### config.mk
export PLATFORM = sky130hd
export DESIGN_NAME = pipe_hazard_ctrl_flat
export DESIGN_NICKNAME = d
export VERILOG_FILES = /design/src/rtl/pipe_hazard_ctrl_if.sv /design/src/rtl/pipe_hazard_ctrl.sv /design/src/flat_wrapper.sv
export SDC_FILE = /design/constraint.sdc
export NUM_CORES = 1
export LEC_CHECK = 0
export CAP_MARGIN = 10
export CORE_UTILIZATION = 42
export CTS_CLUSTER_SIZE = 30
export DETAILED_ROUTE_END_ITERATION = 10
export PLACE_DENSITY = 0.81
export SYNTH_ARGS = -nofsm -noshare
export SYNTH_HDL_FRONTEND = slang
export SYNTH_SLANG_ARGS = --single-unit
### constraint.sdc
create_clock -name clk -period 5 [get_ports clk]
set_input_delay 1 -clock clk [delete_from_list [all_inputs] [get_ports clk]]
set_output_delay 1 -clock clk [all_outputs]
set_load 0.1 [all_outputs]
### src/rtl/pipe_hazard_ctrl_if.sv
// Purpose: bundles the pipeline-side hazard inputs and the control outputs of pipe_hazard_ctrl.
// Latency: none, this is wiring only.
// Backpressure: none here; the controller's hold/bubble outputs are the pipeline's backpressure.
interface pipe_hazard_ctrl_if #(
  parameter int AW   = 3,
  parameter int NSRC = 2
);
  logic [NSRC*AW-1:0] d_src_addr;
  logic [NSRC-1:0]    d_src_used;
  logic [AW-1:0]      ex_rd;
  logic               ex_wr;
  logic               ex_ld;
  logic [AW-1:0]      mem_rd;
  logic               mem_wr;
  logic [AW-1:0]      wb_rd;
  logic               wb_wr;
  logic               redirect;
  logic               int_req;
  logic               pc_hold;
  logic               fd_hold;
  logic               de_bubble;
  logic               flush;
  logic [2*NSRC-1:0]  fwd_sel;
  logic               int_push;
  logic               int_ack;
  logic [1:0]         state;

  // Pipeline side: presents stage status, consumes control.
  modport master (
    output d_src_addr, d_src_used, ex_rd, ex_wr, ex_ld, mem_rd, mem_wr,
           wb_rd, wb_wr, redirect, int_req,
    input  pc_hold, fd_hold, de_bubble, flush, fwd_sel, int_push, int_ack, state
  );

  // Controller side.
  modport slave (
    input  d_src_addr, d_src_used, ex_rd, ex_wr, ex_ld, mem_rd, mem_wr,
           wb_rd, wb_wr, redirect, int_req,
    output pc_hold, fd_hold, de_bubble, flush, fwd_sel, int_push, int_ack, state
  );
endinterface

### src/rtl/pipe_hazard_ctrl.sv
// Purpose: 5-stage pipeline hazard control: operand forwarding, load-use stall, redirect flush, interrupt entry.
// Latency: all controls are combinational in the detection cycle; multi-cycle sequences continue from the FSM.
// Backpressure: accepts none; pc_hold/fd_hold/de_bubble are the stall it applies to the pipeline.
module pipe_hazard_ctrl #(
  parameter int AW       = 3,
  parameter int NSRC     = 2,
  parameter int LD_STALL = 1,
  parameter int FLUSH_N  = 2,
  parameter int INT_CYC  = 2
) (
  input logic              clk,
  input logic              RESET,
  pipe_hazard_ctrl_if.slave hz
);

  // Interrupt entry: DRAIN hold cycles, then pushes, then one ack cycle at count INT_LAST.
  localparam int DRAIN    = 3;
  localparam int INT_LAST = DRAIN + INT_CYC;
  localparam int M1       = (LD_STALL > FLUSH_N) ? LD_STALL : FLUSH_N;
  localparam int CNT_MAX  = (M1 > INT_LAST + 1) ? M1 : INT_LAST + 1;
  localparam int CW       = $clog2(CNT_MAX + 1);

  typedef enum logic [1:0] {
    S_RUN     = 2'd0,
    S_LDSTALL = 2'd1,
    S_FLUSH   = 2'd2,
    S_INT     = 2'd3
  } state_t;

  state_t        cur, nxt;
  logic [CW-1:0] cnt, cnt_nxt;
  logic          ld_use, ld_hit;
  logic          hold, flush_c, push_c, ack_c;
  logic [2*NSRC-1:0] fwd;

  // Forwarding mux selects; the memory stage holds the younger value so it wins a double match.
  always_comb begin
    fwd = '0;
    for (int i = 0; i < NSRC; i++) begin
      if (hz.d_src_used[i] && hz.mem_wr && (hz.mem_rd == hz.d_src_addr[i*AW +: AW]))
        fwd[2*i +: 2] = 2'b01;
      else if (hz.d_src_used[i] && hz.wb_wr && (hz.wb_rd == hz.d_src_addr[i*AW +: AW]))
        fwd[2*i +: 2] = 2'b10;
    end
  end

  // Any used decode source that the load in execute is about to write.
  always_comb begin
    ld_use = 1'b0;
    for (int i = 0; i < NSRC; i++) begin
      if (hz.d_src_used[i] && (hz.d_src_addr[i*AW +: AW] == hz.ex_rd))
        ld_use = 1'b1;
    end
  end

  assign ld_hit = ld_use & hz.ex_ld & hz.ex_wr;

  // State and sequence counter; reset aborts whatever sequence is in flight.
  always_ff @(posedge clk or negedge RESET) begin
    if (!RESET) begin
      cur <= S_RUN;
      cnt <= '0;
    end else begin
      cur <= nxt;
      cnt <= cnt_nxt;
    end
  end

  // Next state and control outputs; counter holds cycles remaining (stall/flush) or elapsed (interrupt).
  always_comb begin
    nxt     = cur;
    cnt_nxt = cnt;
    hold    = 1'b0;
    flush_c = 1'b0;
    push_c  = 1'b0;
    ack_c   = 1'b0;
    case (cur)
      S_RUN: begin
        if (hz.redirect) begin
          flush_c = 1'b1;
          if (FLUSH_N > 1) begin
            nxt     = S_FLUSH;
            cnt_nxt = CW'(FLUSH_N - 1);
          end
        end else if (ld_hit) begin
          hold = 1'b1;
          if (LD_STALL > 1) begin
            nxt     = S_LDSTALL;
            cnt_nxt = CW'(LD_STALL - 1);
          end
        end else if (hz.int_req) begin
          nxt     = S_INT;
          cnt_nxt = '0;
        end
      end
      S_LDSTALL: begin
        if (hz.redirect) begin
          // Redirect squashes the stalled instruction, so the stall is pointless.
          flush_c = 1'b1;
          if (FLUSH_N > 1) begin
            nxt     = S_FLUSH;
            cnt_nxt = CW'(FLUSH_N - 1);
          end else begin
            nxt     = S_RUN;
            cnt_nxt = '0;
          end
        end else begin
          hold = 1'b1;
          if (cnt <= CW'(1)) begin
            nxt     = S_RUN;
            cnt_nxt = '0;
          end else begin
            cnt_nxt = cnt - CW'(1);
          end
        end
      end
      S_FLUSH: begin
        // Hazards and further redirects are wrong-path and do not extend the flush.
        flush_c = 1'b1;
        if (cnt <= CW'(1)) begin
          nxt     = S_RUN;
          cnt_nxt = '0;
        end else begin
          cnt_nxt = cnt - CW'(1);
        end
      end
      S_INT: begin
        if (cnt < CW'(DRAIN)) begin
          hold    = 1'b1;
          flush_c = hz.redirect;
          cnt_nxt = cnt + CW'(1);
        end else if (cnt < CW'(INT_LAST)) begin
          hold    = 1'b1;
          push_c  = 1'b1;
          cnt_nxt = cnt + CW'(1);
        end else begin
          ack_c   = 1'b1;
          nxt     = S_RUN;
          cnt_nxt = '0;
        end
      end
      default: begin
        nxt     = S_RUN;
        cnt_nxt = '0;
      end
    endcase
  end

  // Controls are forced low while reset is held, even though RUN logic is combinational.
  assign hz.pc_hold   = RESET & hold;
  assign hz.fd_hold   = RESET & hold;
  assign hz.de_bubble = RESET & hold;
  assign hz.flush     = RESET & flush_c;
  assign hz.int_push  = RESET & push_c;
  assign hz.int_ack   = RESET & ack_c;
  assign hz.fwd_sel   = fwd;
  assign hz.state     = cur;

endmodule
### src/flat_wrapper.sv
// flat-port wrapper written by rule: the top's interface ports become plain ports
module pipe_hazard_ctrl_flat 
#(
  parameter int AW       = 3,
  parameter int NSRC     = 2,
  parameter int LD_STALL = 1,
  parameter int FLUSH_N  = 2,
  parameter int INT_CYC  = 2
)
  (clk, RESET, hz_d_src_addr, hz_d_src_used, hz_ex_rd, hz_ex_wr, hz_ex_ld, hz_mem_rd, hz_mem_wr, hz_wb_rd, hz_wb_wr, hz_redirect, hz_int_req, hz_pc_hold, hz_fd_hold, hz_de_bubble, hz_flush, hz_fwd_sel, hz_int_push, hz_int_ack, hz_state);
  pipe_hazard_ctrl_if #(.AW(AW), .NSRC(NSRC)) hz_i ();
  input logic clk;
  input logic RESET;
  input wire logic [$bits(hz_i.d_src_addr)-1:0] hz_d_src_addr;
  input wire logic [$bits(hz_i.d_src_used)-1:0] hz_d_src_used;
  input wire logic [$bits(hz_i.ex_rd)-1:0] hz_ex_rd;
  input wire logic [$bits(hz_i.ex_wr)-1:0] hz_ex_wr;
  input wire logic [$bits(hz_i.ex_ld)-1:0] hz_ex_ld;
  input wire logic [$bits(hz_i.mem_rd)-1:0] hz_mem_rd;
  input wire logic [$bits(hz_i.mem_wr)-1:0] hz_mem_wr;
  input wire logic [$bits(hz_i.wb_rd)-1:0] hz_wb_rd;
  input wire logic [$bits(hz_i.wb_wr)-1:0] hz_wb_wr;
  input wire logic [$bits(hz_i.redirect)-1:0] hz_redirect;
  input wire logic [$bits(hz_i.int_req)-1:0] hz_int_req;
  output wire logic [$bits(hz_i.pc_hold)-1:0] hz_pc_hold;
  output wire logic [$bits(hz_i.fd_hold)-1:0] hz_fd_hold;
  output wire logic [$bits(hz_i.de_bubble)-1:0] hz_de_bubble;
  output wire logic [$bits(hz_i.flush)-1:0] hz_flush;
  output wire logic [$bits(hz_i.fwd_sel)-1:0] hz_fwd_sel;
  output wire logic [$bits(hz_i.int_push)-1:0] hz_int_push;
  output wire logic [$bits(hz_i.int_ack)-1:0] hz_int_ack;
  output wire logic [$bits(hz_i.state)-1:0] hz_state;
  assign hz_i.d_src_addr = hz_d_src_addr;
  assign hz_i.d_src_used = hz_d_src_used;
  assign hz_i.ex_rd = hz_ex_rd;
  assign hz_i.ex_wr = hz_ex_wr;
  assign hz_i.ex_ld = hz_ex_ld;
  assign hz_i.mem_rd = hz_mem_rd;
  assign hz_i.mem_wr = hz_mem_wr;
  assign hz_i.wb_rd = hz_wb_rd;
  assign hz_i.wb_wr = hz_wb_wr;
  assign hz_i.redirect = hz_redirect;
  assign hz_i.int_req = hz_int_req;
  assign hz_pc_hold = hz_i.pc_hold;
  assign hz_fd_hold = hz_i.fd_hold;
  assign hz_de_bubble = hz_i.de_bubble;
  assign hz_flush = hz_i.flush;
  assign hz_fwd_sel = hz_i.fwd_sel;
  assign hz_int_push = hz_i.int_push;
  assign hz_int_ack = hz_i.int_ack;
  assign hz_state = hz_i.state;
  pipe_hazard_ctrl #(.AW(AW), .NSRC(NSRC), .LD_STALL(LD_STALL), .FLUSH_N(FLUSH_N), .INT_CYC(INT_CYC)) u_core (.clk(clk), .RESET(RESET), .hz(hz_i));
endmodule
==> results of run 1 <==
## path summary, 6_finish.rpt
kind / slack, ns / cells after the start / start / endpoint
worst max register to register: 3.24 / 6 / u_core.cnt[1] / u_core.cnt[0]
max in group asynchronous: 3.67 / 1 / RESET / u_core.cnt[1]
worst max-delay path: 1.35 / 6 / hz_d_src_addr[2] / hz_fd_hold
worst min-delay path: 0.68 / 2 / u_core.cnt[2] / u_core.cnt[2]
worst min register to register: 0.68 / 2 / u_core.cnt[2] / u_core.cnt[2]
min in group asynchronous: 1.05 / 1 / RESET / u_core.hz.state[1]
## routing by layer
layer | routed length (µm) | GRT usage
met1 | 823 | 0.293
met2 | 995 | 0.406
met3 | 110 | 0.0340
met4 | 24 | 0.0727
met5 | 0 | 0
## worst min-delay path: stages, from the launching register on
cell and delay, ns:
dfrtp_1 0.42, o2111ai_1 0.10, o21a_1 0.12
## flip-flops by register name (all words and copies together) (netlist names)
name and cells:
u_core.hz.state 2, u_core.cnt 3
## kinds of logic (layout without fill, tap and decap cells)
logic type	count (synthesis)	count (layout)	share of synthesized area
compound gates	20	20	0.215
fa+ha+maj	3	3	0.0525
flops	5	5	0.175
simple gates	33	33	0.261
buf+inv	11	46	0.0769
xor+xnor	18	18	0.220
## synthesized netlist by cell type (all sizes together)
cell type / count / area share
dfrtp: 5 / 0.17
xnor2: 10 / 0.12
nand4: 2 / 0.017
nor3: 4 / 0.028
nor2: 4 / 0.021
a211o: 1 / 0.012
a211oi: 1 / 0.010
nand2: 4 / 0.024
xor2: 8 / 0.098
nand2b: 1 / 0.0087
nor4: 3 / 0.026
a21o: 1 / 0.010
a22o: 2 / 0.024
o21a: 3 / 0.031
and4: 2 / 0.026
or2b: 1 / 0.010
o21ai: 1 / 0.0070
ha: 3 / 0.052
nor2b: 1 / 0.0087
a311oi: 1 / 0.012
a2111oi: 1 / 0.012
inv: 6 / 0.031
buf: 5 / 0.045
a21boi: 2 / 0.021
a21oi: 2 / 0.019
o2111ai: 1 / 0.012
o21bai: 2 / 0.021
nand3: 7 / 0.049
or4: 1 / 0.010
or3: 1 / 0.0087
or3b: 1 / 0.012
a2bb2oi: 1 / 0.012
and3: 1 / 0.0087
a31oi: 1 / 0.0087
## area by class of cell
type                       instances  share of cell area
multi-input combinational         74               0.519
inverter                           6              0.0205
timing repair buffer              36               0.305
tap                               16              0.0182
clock buffer                       4              0.0239
sequential                         5               0.114
## per-stage QoR
| stage | worst slack [ns] | power (mW) | cell area, µm² | hold WS [ns] | utilization |
|---|---|---|---|---|---|
| 6_report | 1.35 | 0.509 | 1100 | 0.681 | 0.713 |
| 5_1_grt | 1.25 | 0.544 | 1100 | 0.705 | 0.713 |
| 4_1_cts | 1.36 | 0.510 | 1100 | 0.681 | 0.713 |
| 3_5_place_dp | 1.37 | 0.461 | 1070 | 0.671 | 0.696 |
| 3_3_place_gp | 1.40 | 0.458 | 1070 | 0.668 | 0.696 |
| 2_1_floorplan | 0.536 | 0.380 | 751 | 0.607 | - |
## power by group through the flow
stage	Clock (mW)	Combinational, mW	Sequential [mW]
finish	0.0466	0.358	0.104
global route	0.0505	0.384	0.110
CTS	0.0490	0.359	0.103
detailed placement	0	0.357	0.104
global placement	0	0.355	0.102
floorplan	0	0.255	0.125
==> impl_metrics.yaml, run 1 <==
outcome:
  status: "finished clean"
setup_path:
  critPathArrivalTime_ns: 2.65
  cp_num_buf_inv: 2
  crit_required_ns: 4.00
  cpMaxStageDelayCell: "clkdlybuf4s50_1"
  setup.worst_path.start_class: "primary input"
  path_max_fanout: 6
  critical-path-top-delay-family: "buffers and inverters"
  crit_chain: "clkdlybuf4s50_1, xnor2_1, nand4_1, a21oi_2, o21a_1, buf_4"
  path_class: "primary input to output port"
  crit_path_end_kind: "output port"
  max_stage_delay_ns: 0.55
clock_network:
  cts.htree.levels: 1
  cts_tree: "yes"
  hold_buffers: 0
  cts_setup_buffers: 0
  clock_sink_count: 5
  ctsResizeCount: 0
  cts_inserted_buffers: 3
  clock_latency_ns: 0.24
  cts.clk_slew.worst_paths_ns: 0.04
  clk_path_buf_depth: 2
  root_buffer: "clkbuf_4"
sta:
  grt_setup_unrepaired: "no"
  drv_slew: 0
  hold_viol: 0
  tightest_slew_ns: 0.958
  relSlewSlack: 0.359
  clock-skew-final_ns: 0.00515
  period_needed_ns: 3.65
  setup_viol: 0
  tns_ns: 0
  fmaxAchievable_mhz: 274
  period_share: 0.730
drt:
  drc: 0
  wl_per_cell_um: 13.9
  viasPerCell: 5.76
  vias: 812
  ant_nets: 0
  drtIter0Drc: 11
  first_pass_iters: 4
  routed_wirelength_mm: 1.95
logic_synthesis:
  netlist_instances: 90
  synth_nets: 118
  syn_area_per_cell_um2: 7.95
  synth.distinct_cells: 38
  synth_warnings: 0
  ys_seq_area_frac: 0.175
  netlist_area_um2: 716
  ys_ff_latch: 5
global_routing:
  grt_pass1_vias: 775
  grt_pass1_wl_mm: 3.33
  antenna_found_initial: 0
  grt_use_total: 0.234
  grt_overflow_total: 0
  grt_max_degree: 16
power:
  vdd_ir_drop_max_v: 0.000287
  power.internal_uw: 216
  power_leakage_nw: 0.453
  clockPowerShare: 0.092
  p_comb_frac: 0.704
  seq_power_share: 0.204
  switching_share: 0.576
  p_per_area_nw_per_um2: 463
  p_sw_uw: 293
layout:
  seqCellArea_um2: 125
  drive_gt1_frac: 0.160
  fin_nets: 154
  nFillCells: 130
  multi_input_area_um2: 571
  num_antenna_cells: 0
  fin_cells: 141
  final_common_cell: "clkdlybuf4s50_1"
  final_cell_mix: "clkdlybuf4s50_1 (26), xnor2_1 (10), buf_4 (10)"
  area_delta_synth_final_pct: 53.7
floorplan:
  fp.coreArea_um2: 1540
  die-area_um2: 1870
  die_w_um: 43.3
  initial_core_util: 0.464
  rows: 14
  die_h_um: 43.3
  io_pins: 37
place:
  placed_cells: 137
  hpwl_mm: 1.66
  gp_congestion: 0.841
  io_buffers: 36
run:
  drv_cap: 0
min_path:
  hold_path_class: "flip-flop to flip-flop"
(Power assumes the default switching activity.)
==> inputs of run 2 (changes only) <==
--- a/config.mk
+++ b/config.mk
@@ -6,10 +6,11 @@
 export NUM_CORES = 1
 export LEC_CHECK = 0
 export CAP_MARGIN = 10
-export CORE_UTILIZATION = 42
+export CORE_ASPECT_RATIO = 1.4
+export CORE_UTILIZATION = 39
 export CTS_CLUSTER_SIZE = 30
 export DETAILED_ROUTE_END_ITERATION = 10
-export PLACE_DENSITY = 0.81
+export PLACE_DENSITY = 0.76
 export SYNTH_ARGS = -nofsm -noshare
 export SYNTH_HDL_FRONTEND = slang
 export SYNTH_SLANG_ARGS = --single-unit
==> constraint.sdc (replaced) <==
create_clock -name clk -period 3.4 [get_ports clk]
set_input_delay 0.68 -clock clk [delete_from_list [all_inputs] [get_ports clk]]
set_output_delay 0.68 -clock clk [all_outputs]
set_load 0.1 [all_outputs]
==> run 2 against run 1 <==
  * Hold slack got worse by 0.0059 ns
  * Sequential share of layout area shrank 1.0 points
  * Via count fell by 2.1%
  * Register-to-register slack got worse by 1.5 ns
  * Routed wire length is 0.20% higher
  * Clock skew shrank 0.0035 ns
  * Core utilization is 1.6 points lower
  * Cell count is 2.8% higher
==> impl_metrics.yaml, run 2 (synthesized netlist as in run 1, its figures left out) <==
sta:
  period_share: 0.870
  relSlewSlack: 0.510
  period_needed_ns: 2.96
  drv_slew: 0
  tns_ns: 0
  clock-skew-final_ns: 0.00168
  grt_setup_unrepaired: "no"
  tightest_slew_ns: 0.728
  hold_viol: 0
  fmaxAchievable_mhz: 338
  setup_viol: 0
  worst_slack_ns: 0.441
run:
  drv_cap: 0
global_routing:
  antenna_found_initial: 0
  grt_max_degree: 16
  grt_pass1_wl_mm: 3.09
  grt_use_total: 0.218
  grt_pass1_vias: 769
  grt_overflow_total: 0
layout:
  num_antenna_cells: 0
  fin_nets: 154
  final_util: 0.698
  regMostFlops: "u_core.cnt"
  fin_cells: 145
  multi_input_area_um2: 581
  final_common_cell: "clkdlybuf4s50_1"
  nFillCells: 150
  seqCellArea_um2: 125
  drive_gt1_frac: 0.184
  area_delta_synth_final_pct: 69.1
  final_cell_mix: "clkdlybuf4s50_1 (24), xnor2_1 (10), xor2_1 (8), buf_12 (8), nand3_1 (7)"
  largest_reg_flops: 3
floorplan:
  rows: 18
  die_h_um: 52.7
  io_pins: 37
  die-area_um2: 2010
  initial_core_util: 0.413
  die_w_um: 38.2
  fp.coreArea_um2: 1730
drt:
  routed_wirelength_mm: 1.96
  vias: 795
  first_pass_iters: 2
  ant_nets: 0
  drtIter0Drc: 4
  viasPerCell: 5.48
  wl_per_cell_um: 13.5
  drc: 0
clock_network:
  cts_tree: "yes"
  clk_path_buf_depth: 2
  cts.htree.levels: 1
  cts_setup_buffers: 0
  clock_latency_ns: 0.24
  clock_sink_count: 5
  cts.clk_slew.worst_paths_ns: 0.04
  root_buffer: "clkbuf_4"
  ctsResizeCount: 0
  cts_inserted_buffers: 3
  hold_buffers: 0
place:
  io_buffers: 36
  gp_congestion: 0.778
  placed_cells: 141
  dp_slack_ns: 0.420
  hpwl_mm: 1.72
min_path:
  hold_path_class: "flip-flop to flip-flop"
setup_path:
  path_class: "primary input to output port"
  critical-path-top-delay-family: "buffers and inverters"
  crit_required_ns: 2.72
  path_max_fanout: 6
  cp_num_buf_inv: 2
  max_stage_delay_ns: 0.56
  cpMaxStageDelayCell: "clkdlybuf4s50_1"
  crit_chain: "clkdlybuf4s50_1, xnor2_1, nand4_1, a21oi_2, o21a_2, buf_12"
  critPathArrivalTime_ns: 2.28
  setup.worst_path.start_class: "primary input"
  crit_path_end_kind: "output port"
power:
  vdd_ir_drop_max_v: 0.000298
  power_leakage_nw: 0.480
  p_per_area_nw_per_um2: 641
outcome:
  status: "finished clean"
==> run 2: layout make-up <==
cell class,count,area share
clock buffers,4,0.0217
inverters,6,0.0186
multi-input cells,74,0.480
flip-flops and latches,5,0.103
well taps,20,0.0207
repair buffers,36,0.356
==> run 2: routing by layer <==
metal,up-vias,track usage,share of wire
li1,400,-,-
met2,35,0.466,0.61
met4,0,0.0774,0.018
met1,356,0.191,0.32
met3,4,0.0128,0.052
met5,-,0,0
==> run 2: report_power, final <==
| group | internal (mW) | total [mW] | switching, mW | leakage [nW] |
|---|---|---|---|---|
| registers | 0.0866 | 0.152 | 0.0655 | 0.0616 |
| logic | 0.209 | 0.555 | 0.346 | 0.403 |
| clock network | 0.0444 | 0.0685 | 0.0242 | 0.0150 |
| total | 0.340 | 0.775 | 0.435 | 0.480 |
==> run 2: worst paths after layout <==
path | cells past startpoint | slack [ns] | from | end
max in group asynchronous | 1 | 2.42 | RESET | u_core.cnt[2]
min in group asynchronous | 1 | 0.72 | RESET | u_core.cnt[1]
max reg2reg | 6 | 1.70 | u_core.cnt[1] | u_core.cnt[0]
min | 2 | 0.67 | u_core.cnt[2] | u_core.cnt[2]
max | 6 | 0.44 | hz_d_src_addr[2] | hz_pc_hold
min reg2reg | 2 | 0.67 | u_core.cnt[2] | u_core.cnt[2]
==> run 2: per-stage QoR <==
stage / area, µm² / total power [mW] / hold slack [ns]
global route: 1210 / 0.826 / 0.703
CTS: 1210 / 0.779 / 0.671
finish: 1210 / 0.775 / 0.675
detailed placement: 1180 / 0.709 / 0.662
global placement: 1180 / 0.695 / 0.644
floorplan: 761 / 0.562 / 0.384
==> run 2: worst reg2reg max path, cell delays in order, from the launching register on <==
cell and delay [ns]:
dfrtp_1 0.50, inv_1 0.10, ha_1 0.19, nand2b_1 0.14
a311oi_1 0.36, or3_1 0.17, a2bb2oi_1 0.15
==> inputs of run 3 (changes only) <==
--- a/config.mk
+++ b/config.mk
@@ -6,11 +6,10 @@
 export NUM_CORES = 1
 export LEC_CHECK = 0
 export CAP_MARGIN = 10
-export CORE_ASPECT_RATIO = 1.4
-export CORE_UTILIZATION = 39
+export CORE_UTILIZATION = 42
 export CTS_CLUSTER_SIZE = 30
 export DETAILED_ROUTE_END_ITERATION = 10
-export PLACE_DENSITY = 0.76
+export PLACE_DENSITY = 0.81
 export SYNTH_ARGS = -nofsm -noshare
 export SYNTH_HDL_FRONTEND = slang
 export SYNTH_SLANG_ARGS = --single-unit
==> constraint.sdc (replaced) <==
create_clock -name clk -period 3.7 [get_ports clk]
set_input_delay 0.74 -clock clk [delete_from_list [all_inputs] [get_ports clk]]
set_output_delay 0.74 -clock clk [all_outputs]
set_load 0.1 [all_outputs]
==> run 3 against run 2 <==
  * Via count is 3.4% lower
  * Final area shrank 4.3%
  * Die area decreased by 6.9%
  * Critical path depth is the same
  * Highest routed layer unchanged
  * Sequential power down 8%
  * Clock skew is 0.0015 ns lower
  * Power decreased by 9.0%
  * Sequential share of layout area grew 0.47 points
  * Non-clock buffer count did not move
  * Largest power group unchanged
  * Global-route usage grew 0.53 points
  * First-iteration DRC count increased by 75%
  * Worst setup slack improved by 0.081 ns
==> impl_metrics.yaml, run 3 (synthesized netlist as in run 1, its figures left out) <==
place:
  dpl-instance-area_um2: 1130
  io_buffers: 36
  hpwl_mm: 1.54
  gp_congestion: 0.838
global_routing:
  grt_use_total: 0.223
  grt_pass1_wl_mm: 3.15
  grt_overflow_total: 0
  grt_max_degree: 16
  antenna_found_initial: 0
  grt_pass1_vias: 764
floorplan:
  die_h_um: 43.3
  io_pins: 37
  initial_core_util: 0.464
  rows: 14
  die_w_um: 43.3
  die-area_um2: 1870
  fp.coreArea_um2: 1540
clock_network:
  cts_inserted_buffers: 3
  ctsResizeCount: 0
  clk_path_buf_depth: 2
  cts_setup_buffers: 0
  hold_buffers: 0
  clock_sink_count: 5
  cts.htree.levels: 1
  cts_tree: "yes"
  cts.clk_slew.worst_paths_ns: 0.04
  clock_latency_ns: 0.25
  root_buffer: "clkbuf_4"
outcome:
  status: "finished clean"
setup_path:
  r2r_slack_ns: 1.96
  path_max_fanout: 6
  rr_worst_depth: 6
  critPathLaunch: "hz_d_src_addr[0]"
  r2r-end: "u_core.hz.state[1]"
  crit_path_end_kind: "output port"
  critPathArrivalTime_ns: 2.44
  setup.worst_path.start_class: "primary input"
  critical_path.reg2reg.startpoint: "u_core.cnt[1]"
  endpoint: "hz_de_bubble"
  crit_required_ns: 2.96
  path_class: "primary input to output port"
layout:
  num_antenna_cells: 0
  area_delta_synth_final_pct: 61.7
  final_common_cell: "clkdlybuf4s50_1"
  final_util: 0.751
  regMostFlops: "u_core.cnt"
  fin_area_um2: 1160
  fin_nets: 154
  drive_gt1_frac: 0.176
  final_cell_mix: "clkdlybuf4s50_1 (24), xnor2_1 (10), xor2_1 (8)"
  largest_reg_flops: 3
drt:
  wl_met3_um: 80
  wl_met2_mm: 1.02
  viasPerCell: 5.45
  wl_per_cell_um: 13.1
  drc: 0
  drtIter0Drc: 7
  routed_wirelength_mm: 1.85
  first_pass_iters: 4
  top_layer: "met4"
  ant_nets: 0
  vias: 768
  wl_met1_um: 721
power:
  p_per_area_nw_per_um2: 610
  p_comb_frac: 0.709
  power_leakage_nw: 0.470
  switching_share: 0.564
  p_sw_uw: 398
  vdd_ir_drop_max_v: 0.000394
  seq_power_share: 0.199
  clockPowerShare: 0.092
  power.internal_uw: 308
sta:
  whs_ns: 0.671
  setup_viol: 0
  tns_ns: 0
  fmaxAchievable_mhz: 315
  period_share: 0.859
  relSlewSlack: 0.490
  period_needed_ns: 3.18
  grt_setup_unrepaired: "no"
  clock-skew-final_ns: 0.000197
  drv_slew: 0
  tightest_slew_ns: 0.758
  hold_viol: 0
min_path:
  hold_path_class: "flip-flop to flip-flop"
run:
  drv_cap: 0
## run 3: changes by cell type in the layout (fill, tap and decap cells not counted)
| cell | delta |
|---|---|
| buf_12 | -3 |
| buf_4 | +3 |
| nor4_2 | +1 |
| nor4_4 | -1 |
| o21a_1 | +1 |
| o21a_2 | -1 |
## run 3: power by group through the flow
stage	clock [mW]	combinational (mW)	sequential (mW)
2_1_floorplan	0	0.346	0.168
5_1_grt	0.0703	0.535	0.147
3_5_place_dp	0	0.501	0.139
4_1_cts	0.0686	0.503	0.138
3_3_place_gp	0	0.496	0.138
6_report	0.0650	0.500	0.140
## run 3: how the worst min path moves through the flow
| stage | slack [ns] | cells past startpoint | startpoint | endpoint |
|---|---|---|---|---|
| after floorplan | 0.44 | 0 | RESET | u_core.cnt[0] |
| after global placement | 0.66 | 2 | u_core.cnt[0] | u_core.cnt[0] |
| after detailed placement | 0.66 | 2 | u_core.cnt[2] | u_core.cnt[2] |
| after CTS | 0.67 | 2 | u_core.cnt[0] | u_core.cnt[0] |
| after global routing | 0.71 | 2 | u_core.cnt[2] | u_core.cnt[2] |
| final | 0.67 | 2 | u_core.cnt[2] | u_core.cnt[2] |
## run 3: metrics by stage
stage	std cells	setup WS (ns)	total power, mW
after CTS	141	0.516	0.710
after detailed placement	137	0.516	0.640
after floorplan	90	0.125	0.514
final	141	0.522	0.705
after global placement	137	0.570	0.633
after global routing	141	0.465	0.753
## run 3: area by class of cell
cell class	count	area (µm²)
Sequential cell	5	125
Clock buffer	4	26.3
Timing Repair Buffer	36	393
Tap cell	16	20.0
Fill cell	132	384
Multi-Input combinational cell	74	571
Inverter	6	22.5
## run 3: per-layer routing
layer | vias to the layer above | track usage
li1 | 394 | -
met1 | 342 | 0.258
met2 | 28 | 0.403
met3 | 4 | 0.00426
met4 | 0 | 0.127
met5 | - | 0
## run 3: worst max-delay path, cell delays in order
cell and delay, ns:
clkdlybuf4s50_1 0.58, xnor2_1 0.15, nand4_1 0.13, a21oi_2 0.27
o21a_1 0.35, buf_12 0.22
==> patch, RTL diff (flow settings as in run 3) <==
`AW` is set to 3 in 3 places; all go to 2.
--- a/src/rtl/pipe_hazard_ctrl_if.sv
+++ b/src/rtl/pipe_hazard_ctrl_if.sv
@@ -4,3 +4,3 @@
 interface pipe_hazard_ctrl_if #(
-  parameter int AW   = 3,
+  parameter int AW   = 2,
   parameter int NSRC = 2
--- a/src/rtl/pipe_hazard_ctrl.sv
+++ b/src/rtl/pipe_hazard_ctrl.sv
@@ -4,3 +4,3 @@
 module pipe_hazard_ctrl #(
-  parameter int AW       = 3,
+  parameter int AW       = 2,
   parameter int NSRC     = 2,
--- a/src/flat_wrapper.sv
+++ b/src/flat_wrapper.sv
@@ -3,3 +3,3 @@
 #(
-  parameter int AW       = 3,
+  parameter int AW       = 2,
   parameter int NSRC     = 2,
Ports: changed (resized hz_d_src_addr, hz_ex_rd, hz_mem_rd and hz_wb_rd); port bits go from 37 to 32. The function was not compared with the original's and may differ.
==> patch against run 3 <==
Count of clock-buffer cells in the layout stayed put; critical endpoint is now hz_pc_hold; first-iteration DRC count is 57% higher; sequential cell count stayed put; total power is 6.0% lower; final area is 15% lower; area after synthesis is 14% lower; worst setup slack better by 0.18 ns; wire length is 11% lower; sequential power is 5% lower.
==> patch: results (changes against run 3) <==
met1 WL 603 µm (-16%); Post-DP Area 957.2 µm² (-15%); grt met3 use 0.01111 (+0.006856); Synth Area in Compound Gates 0.2459 (+0.03090); synth cell count leaders nand2_1, nor3_1, xnor2_1, xor2_1, dfrtp_1; synth top area cells dfrtp_1, xnor2_1, xor2_1; Net count, final 130 (-16%); Final Cycle Share 0.8102 (-0.04863); syn_nets 97 (-18%); routing usage on met1 0.2541 (-0.004414); gp weighted congestion 0.8157 (-2.6%); Reg2Reg Setup Slack 2.10 ns (+0.14 ns); met3 wire len 91 µm (+14%); worst setup path end hz_pc_hold; outcome complete, no violations; placed insts 117 (-15%); layout cell share with drive strength beyond 1 0.2075 (+0.03155); pre-CTS setup slack 0.7133 ns (+0.1977 ns); post-synth cell types 31 (-18%); 1st-iter DRT viols 11 (+4); Seq/Total Area, Yosys 0.2033 (+0.02843); Vias/cell 5.661 (+3.9%); met2 Use GR 0.4718 (+0.06879); gr usage total 0.2526 (+0.02956); Synth Area in XOR/XNOR 0.1707 (-0.04955); Port-buffer cells 31 (-14%); Layout Skew 0.001850 ns (+0.001654 ns)
## patch: changes by cell type after synthesis, moves of 3 or more
cell / delta
nand3_1: -5
a21oi_1: +3
nand2_1: +3
xnor2_1: -4
## patch: through the flow
step                      utilization  hold slack [ns]  total power [mW]
final                          0.7373           0.6882            0.6628
after global routing           0.7373           0.7417            0.7130
after CTS                      0.7373           0.6798            0.6651
after detailed placement       0.7176           0.6714            0.5968
after global placement         0.7176           0.6582            0.5860
after floorplan                     -           0.4444            0.4821
## patch: area by class of cell
type                       count  area, µm²
multi-input combinational     62      475.5
tap                           15      18.77
timing repair buffer          31      322.8
sequential                     5      125.1
inverter                       4      15.01
clock buffer                   4      26.28
fill                         112      350.3
## patch: power by group through the flow
stage / Combinational [mW] / Sequential, mW / Clock, mW
floorplan: 0.296 / 0.186 / 0
global placement: 0.456 / 0.130 / 0
detailed placement: 0.464 / 0.132 / 0
CTS: 0.466 / 0.132 / 0.0676
global route: 0.504 / 0.142 / 0.0678
finish: 0.464 / 0.133 / 0.0662
